`config.mk`:
```
export PLATFORM = sky130hd
export DESIGN_NAME = mul_share_sched
export DESIGN_NICKNAME = d
export VERILOG_FILES = /design/src/rtl/mul_share_sched.sv
export SDC_FILE = /design/constraint.sdc
export NUM_CORES = 1
export LEC_CHECK = 0
export CAP_MARGIN = 20
export CORE_MARGIN = 10
export CORE_UTILIZATION = 38
export DETAILED_ROUTE_END_ITERATION = 8
export GPL_TIMING_DRIVEN = 0
export PLACE_DENSITY = 0.77
export SYNTH_ARGS = -nofsm -noshare
export SYNTH_HDL_FRONTEND = slang
export SYNTH_SLANG_ARGS = --single-unit
```
`constraint.sdc`:
```
create_clock -name clk -period 2.3 [get_ports clk]
set_input_delay 0.575 -clock clk [delete_from_list [all_inputs] [get_ports clk]]
set_output_delay 0.575 -clock clk [all_outputs]
set_load 0.05 [all_outputs]
```
`src/rtl/mul_share_sched.sv`:
```
// Round-robin scheduler sharing one pipelined multiplier among NUM_REQ requesters.
// Optional macro MUL_SHARE_ZERO_BYPASS_EN: zero operands bypass the multiplier with a zero result.
module mul_share_sched #(
    parameter int NUM_REQ   = 4,
    parameter int WIDTH_A   = 16,
    parameter int WIDTH_B   = 16,
    parameter int WIDTH_MUL = 32,
    parameter int MUL_LAT   = 2
) (
    input  logic                           clk,
    input  logic                           rst_n,
    input  logic [NUM_REQ-1:0]             req_valid,
    output logic [NUM_REQ-1:0]             req_ready,
    input  logic [NUM_REQ*WIDTH_A-1:0]     req_a,
    input  logic [NUM_REQ*WIDTH_B-1:0]     req_b,
    output logic [NUM_REQ-1:0]             rsp_valid,
    input  logic [NUM_REQ-1:0]             rsp_ready,
    output logic [NUM_REQ*WIDTH_MUL-1:0]   rsp_data,
    output logic [WIDTH_A-1:0]             mul_a,
    output logic [WIDTH_B-1:0]             mul_b,
    output logic                           mul_in_valid,
    input  logic [WIDTH_MUL-1:0]           mul_out,
    output logic                           busy
);

    localparam int PW = $clog2(NUM_REQ);

    logic [PW-1:0]                 rr_ptr_q, rr_ptr_d;
    logic [NUM_REQ-1:0]            pending_q, pending_d;
    logic [WIDTH_A-1:0]            mul_a_q, mul_a_d;
    logic [WIDTH_B-1:0]            mul_b_q, mul_b_d;
    logic                          mul_in_valid_q, mul_in_valid_d;
    logic [MUL_LAT:0]              tag_vld_q, tag_vld_d;
    logic [MUL_LAT:0]              tag_zero_q, tag_zero_d;
    logic [PW-1:0]                 tag_idx_q [MUL_LAT+1];
    logic [PW-1:0]                 tag_idx_d [MUL_LAT+1];
    logic [NUM_REQ-1:0]            rsp_valid_q, rsp_valid_d;
    logic [NUM_REQ*WIDTH_MUL-1:0]  rsp_data_q, rsp_data_d;

    logic [NUM_REQ-1:0]            eligible;
    logic [NUM_REQ-1:0]            consume;
    logic [PW:0]                   cand;
    logic                          grant_vld;
    logic [PW-1:0]                 grant_idx;
    logic [WIDTH_A-1:0]            grant_a;
    logic [WIDTH_B-1:0]            grant_b;
    logic                          grant_zero;
    logic                          ret_vld;
    logic                          ret_zero;
    logic [PW-1:0]                 ret_idx;

    assign eligible = req_valid & ~pending_q;
    assign consume  = rsp_valid_q & rsp_ready;

    // First eligible requester at or after rr_ptr, wrapping; nothing is granted while in reset.
    always_comb begin
        grant_vld = 1'b0;
        grant_idx = '0;
        cand      = '0;
        for (int k = 0; k < NUM_REQ; k++) begin
            cand = {1'b0, rr_ptr_q} + (PW+1)'(k);
            if (cand >= (PW+1)'(NUM_REQ)) begin
                cand = cand - (PW+1)'(NUM_REQ);
            end
            if (!grant_vld && eligible[cand[PW-1:0]]) begin
                grant_vld = 1'b1;
                grant_idx = cand[PW-1:0];
            end
        end
        if (!rst_n) begin
            grant_vld = 1'b0;
        end
    end

    always_comb begin
        req_ready = '0;
        if (grant_vld) begin
            req_ready[grant_idx] = 1'b1;
        end
    end

    assign grant_a = req_a[grant_idx*WIDTH_A +: WIDTH_A];
    assign grant_b = req_b[grant_idx*WIDTH_B +: WIDTH_B];

`ifdef MUL_SHARE_ZERO_BYPASS_EN
    assign grant_zero = (grant_a == '0) || (grant_b == '0);
`else
    assign grant_zero = 1'b0;
`endif

    // Stage 0 lines up with mul_in_valid; stage MUL_LAT lines up with mul_out.
    assign ret_vld  = tag_vld_q[MUL_LAT];
    assign ret_zero = tag_zero_q[MUL_LAT];
    assign ret_idx  = tag_idx_q[MUL_LAT];

    always_comb begin
        rr_ptr_d       = rr_ptr_q;
        mul_in_valid_d = grant_vld & ~grant_zero;
        mul_a_d        = mul_a_q;
        mul_b_d        = mul_b_q;
        tag_vld_d      = tag_vld_q;
        tag_zero_d     = tag_zero_q;
        tag_idx_d      = tag_idx_q;
        pending_d      = pending_q & ~consume;
        rsp_valid_d    = rsp_valid_q & ~consume;
        rsp_data_d     = rsp_data_q;

        if (grant_vld) begin
            rr_ptr_d = (grant_idx == PW'(NUM_REQ-1)) ? '0 : grant_idx + 1'b1;
            pending_d[grant_idx] = 1'b1;
        end
        if (mul_in_valid_d) begin
            mul_a_d = grant_a;
            mul_b_d = grant_b;
        end

        tag_vld_d[0]  = grant_vld;
        tag_zero_d[0] = grant_zero;
        tag_idx_d[0]  = grant_idx;
        for (int k = 1; k <= MUL_LAT; k++) begin
            tag_vld_d[k]  = tag_vld_q[k-1];
            tag_zero_d[k] = tag_zero_q[k-1];
            tag_idx_d[k]  = tag_idx_q[k-1];
        end

        // A returning tag always finds its buffer empty: one outstanding op per requester.
        if (ret_vld) begin
            rsp_valid_d[ret_idx] = 1'b1;
            rsp_data_d[ret_idx*WIDTH_MUL +: WIDTH_MUL] = ret_zero ? '0 : mul_out;
        end
    end

    always_ff @(posedge clk or negedge rst_n) begin
        if (!rst_n) begin
            rr_ptr_q       <= '0;
            pending_q      <= '0;
            mul_a_q        <= '0;
            mul_b_q        <= '0;
            mul_in_valid_q <= 1'b0;
            tag_vld_q      <= '0;
            tag_zero_q     <= '0;
            for (int k = 0; k <= MUL_LAT; k++) begin
                tag_idx_q[k] <= '0;
            end
            rsp_valid_q    <= '0;
            rsp_data_q     <= '0;
        end else begin
            rr_ptr_q       <= rr_ptr_d;
            pending_q      <= pending_d;
            mul_a_q        <= mul_a_d;
            mul_b_q        <= mul_b_d;
            mul_in_valid_q <= mul_in_valid_d;
            tag_vld_q      <= tag_vld_d;
            tag_zero_q     <= tag_zero_d;
            tag_idx_q      <= tag_idx_d;
            rsp_valid_q    <= rsp_valid_d;
            rsp_data_q     <= rsp_data_d;
        end
    end

    assign mul_a        = mul_a_q;
    assign mul_b        = mul_b_q;
    assign mul_in_valid = mul_in_valid_q;
    assign rsp_valid    = rsp_valid_q;
    assign rsp_data     = rsp_data_q;
    assign busy         = |pending_q;

endmodule

```
==> impl_metrics.json <==
{
  "status": "finished with violations",
  "violations": "setup timing",
  "num_io_pins": 340,
  "synthCells": 551,
  "cp_cell_sequence": "nand2b_4 > buf_6 > a311oi_2 > or2_4 > ha_4 > and2_4 > buf_8",
  "clk_latency_ps": 430,
  "antenna_found_initial": 0,
  "yosysTopAreaCell": "dfrtp_1",
  "synth_area_um2": 7530,
  "yosysSeqAreaShare_pct": 59.5,
  "slowest_stage": "dfrtp_1",
  "fillers": 1503,
  "layout_common_cells": "clkdlybuf4s50_1, dfrtp_1, a22o_1",
  "cts_tree": "built",
  "p_per_area_nw_per_um2": 1720,
  "worstMarginPinSlew_ps": 616,
  "critical_path_class": "reg2out",
  "leakage_nw": 5.60,
  "fin_util_pct": 63.3,
  "yosys.area_share.simple_pct": 4.88,
  "via_count": 6288,
  "fmax_ghz": 0.385,
  "area_growth_pct": 63.5,
  "row_count": 51,
  "syn_area_per_cell_um2": 13.7,
  "fin_nets": 1116,
  "slew_headroom_pct": 58.9,
  "synthArstFlopShare_pct": 100,
  "dr_wl_met3_um": 2840,
  "avgViaCountPerCell": 5.18,
  "die_x_um": 161,
  "gr-total-overflow": 0,
  "max-vdd-ir-drop_v": 0.000684,
  "synth_compound_area_share_pct": 22.2,
  "dieArea_um2": 25900,
  "drive_gt1_share_pct": 15.1,
  "drt_iter0_drc": 253,
  "final_area_um2": 12300,
  "cap_violations": 0,
  "fin_crit_sh_pct": 113,
  "multi_input_area_um2": 2940,
  "seq_area_um2": 4480,
  "track_usage_pct": 20.6,
  "cts_hold_buf": 0,
  "detail_route.wl_per_cell_um": 22.3,
  "crit_family": "simple AND/OR/NAND/NOR gates",
  "start_util_pct": 38.7,
  "instances_no_fill": 1215,
  "cp.arrival_ps": 2020,
  "synth_nets": 730,
  "synth_top_family_by_area": "compound AO/OA/AOI/OAI gates",
  "fin_setup_tns_ps": -937,
  "synth_top_area_share_pct": 59.5,
  "synthAdderAreaFrac_pct": 1.49,
  "dpl.cell_count": 1156,
  "cp_num_buf_inv": 2,
  "met1_length_um": 10800,
  "wl_met2_um": 13200,
  "final_common_cell": "clkdlybuf4s50_1",
  "rsz0062_at_grt": "yes",
  "port_buffers": 339,
  "cts_buffers": 17,
  "cts.sinks": 179,
  "cp-end-kind": "primary output",
  "htree_levels": 4,
  "synthTopCellsByArea": "dfrtp_1, a22o_1, mux2i_1",
  "wirelength_um": 27200,
  "period_needed_ps": 2600,
  "grt_start_max_net_pins": 101,
  "yosys-mux-area-fraction_pct": 8.50,
  "path_max_fanout": 3,
  "setup_viol": 4,
  "grt_pass1_wl_um": 41900,
  "clk_pin_slew_ps": 80,
  "ys_ff_latch": 179,
  "final.setup.worst_slack_ps": -298,
  "synth_edf_count": 0,
  "n_antenna_cell": 0,
  "grt_pass1_vias": 6779,
  "start_kind": "flip-flop",
  "clock_skew_ps": 13.3,
  "hpwl_um": 21000,
  "cts_buffer_depth": 2,
  "dr.pass1.iters": 4,
  "core_area_um2": 19500,
  "max_stage_delay_ps": 420,
  "synth_xor_area_share_pct": 0,
  "yosys_warnings": 0,
  "place.gp.congestion": 0.850,
  "finalHoldViolCount": 0,
  "synth_cell_types": 34,
  "worstPathRequired_ps": 1730,
  "die_y_um": 161,
  "dp_slack_ps": -1570,
  "ant_nets": 0,
  "routed.top_layer": "met4",
  "finalMaxSlewViolations": 0,
  "placed_area_um2": 11300,
  "ys.flop_type": "dfrtp_1",
  "p_total_mw": 21.2,
  "ctsRootBufferMaster": "clkbuf_16",
  "hold_path.class": "in2async",
  "drcViolationCount": 0,
  "whs_ps": 103
}
## cell families (layout without fill, tap and decap cells)
| family | Yosys count | in the layout |
|---|---|---|
| AO/OA/AOI/OAI | 175 | 175 |
| adder cells (fa/ha/maj) | 9 | 9 |
| buffers and inverters | 51 | 450 |
| flip-flops | 179 | 179 |
| multiplexers | 64 | 64 |
| AND/OR/NAND/NOR | 73 | 73 |
## final cells by class
| class | instances | share of cell area [%] |
|---|---|---|
| Timing Repair Buffer | 370 | 29.9 |
| Tap cell | 265 | 2.69 |
| Clock buffer | 17 | 3.45 |
| Sequential cell | 179 | 36.4 |
| Buffer | 38 | 1.72 |
| Multi-Input combinational cell | 321 | 23.9 |
| Inverter | 10 | 0.386 |
| Clock inverter | 15 | 1.61 |
## state kept, by name (all words and copies together), names as in the netlist
signal	flops
mul_b	16
rsp_data	128
ret_idx	2
mul_a	16
tag_idx_d	4
tag_vld_q	3
rsp_valid	4
pending_q	4
rr_ptr_q	2
## worst register-to-register path: stages, from the launching register on
cell,delay [ps]
dfrtp_2,480
inv_1,280
ha_2,220
nand2_1,200
nor4b_4,370
buf_4,180
buf_2,250
a22o_1,180
## report_power, final
| group | leakage, nW | internal (mW) | switching, mW |
|---|---|---|---|
| Combinational | 2.91 | 4.67 | 7.99 |
| Sequential | 2.38 | 4.61 | 0.910 |
| Clock | 0.303 | 1.59 | 1.42 |
## final timing paths
path,startpoint,end,slack (ps),depth (start not counted)
min in group clk,tag_idx_d[0],ret_idx[0],350,0
max in group asynchronous,rst_n,rsp_data[27],1390,2
worst max-delay path,pending_q[1],req_ready[1],-300,7
worst max register to register,ret_idx[0],rsp_data[6],70,7
worst min-delay path,rst_n,rsp_data[111],100,1
worst min register to register,tag_idx_d[0],ret_idx[0],350,0
## synth_stat cells, types with 2 or more instances
cell type	instances
ha_1	9
nand2_1	51
o21ai_1	5
buf_4	4
buf_6	5
dfrtp_1	179
nor4b_2	3
inv_2	3
inv_1	7
a22o_1	128
a21o_1	2
nand2_4	2
nor2_1	4
o21ai_0	4
buf_2	13
o221ai_1	6
nor2b_1	3
clkbuf_1	19
mux2i_1	64
o221ai_2	26
## metal layers
layer	track usage, %	up-vias
li1	-	2876
met1	24.1	3105
met2	34.1	286
met3	9.20	21
met4	4.80	0
met5	0	-
## repair_timing
item,in CTS,in global routing
pin swaps,7,9
buffers inserted,17,13
endpoints found under the setup margin,56,114
resized for setup,64,15
No activity file was read; power rests on OpenSTA's default activity.
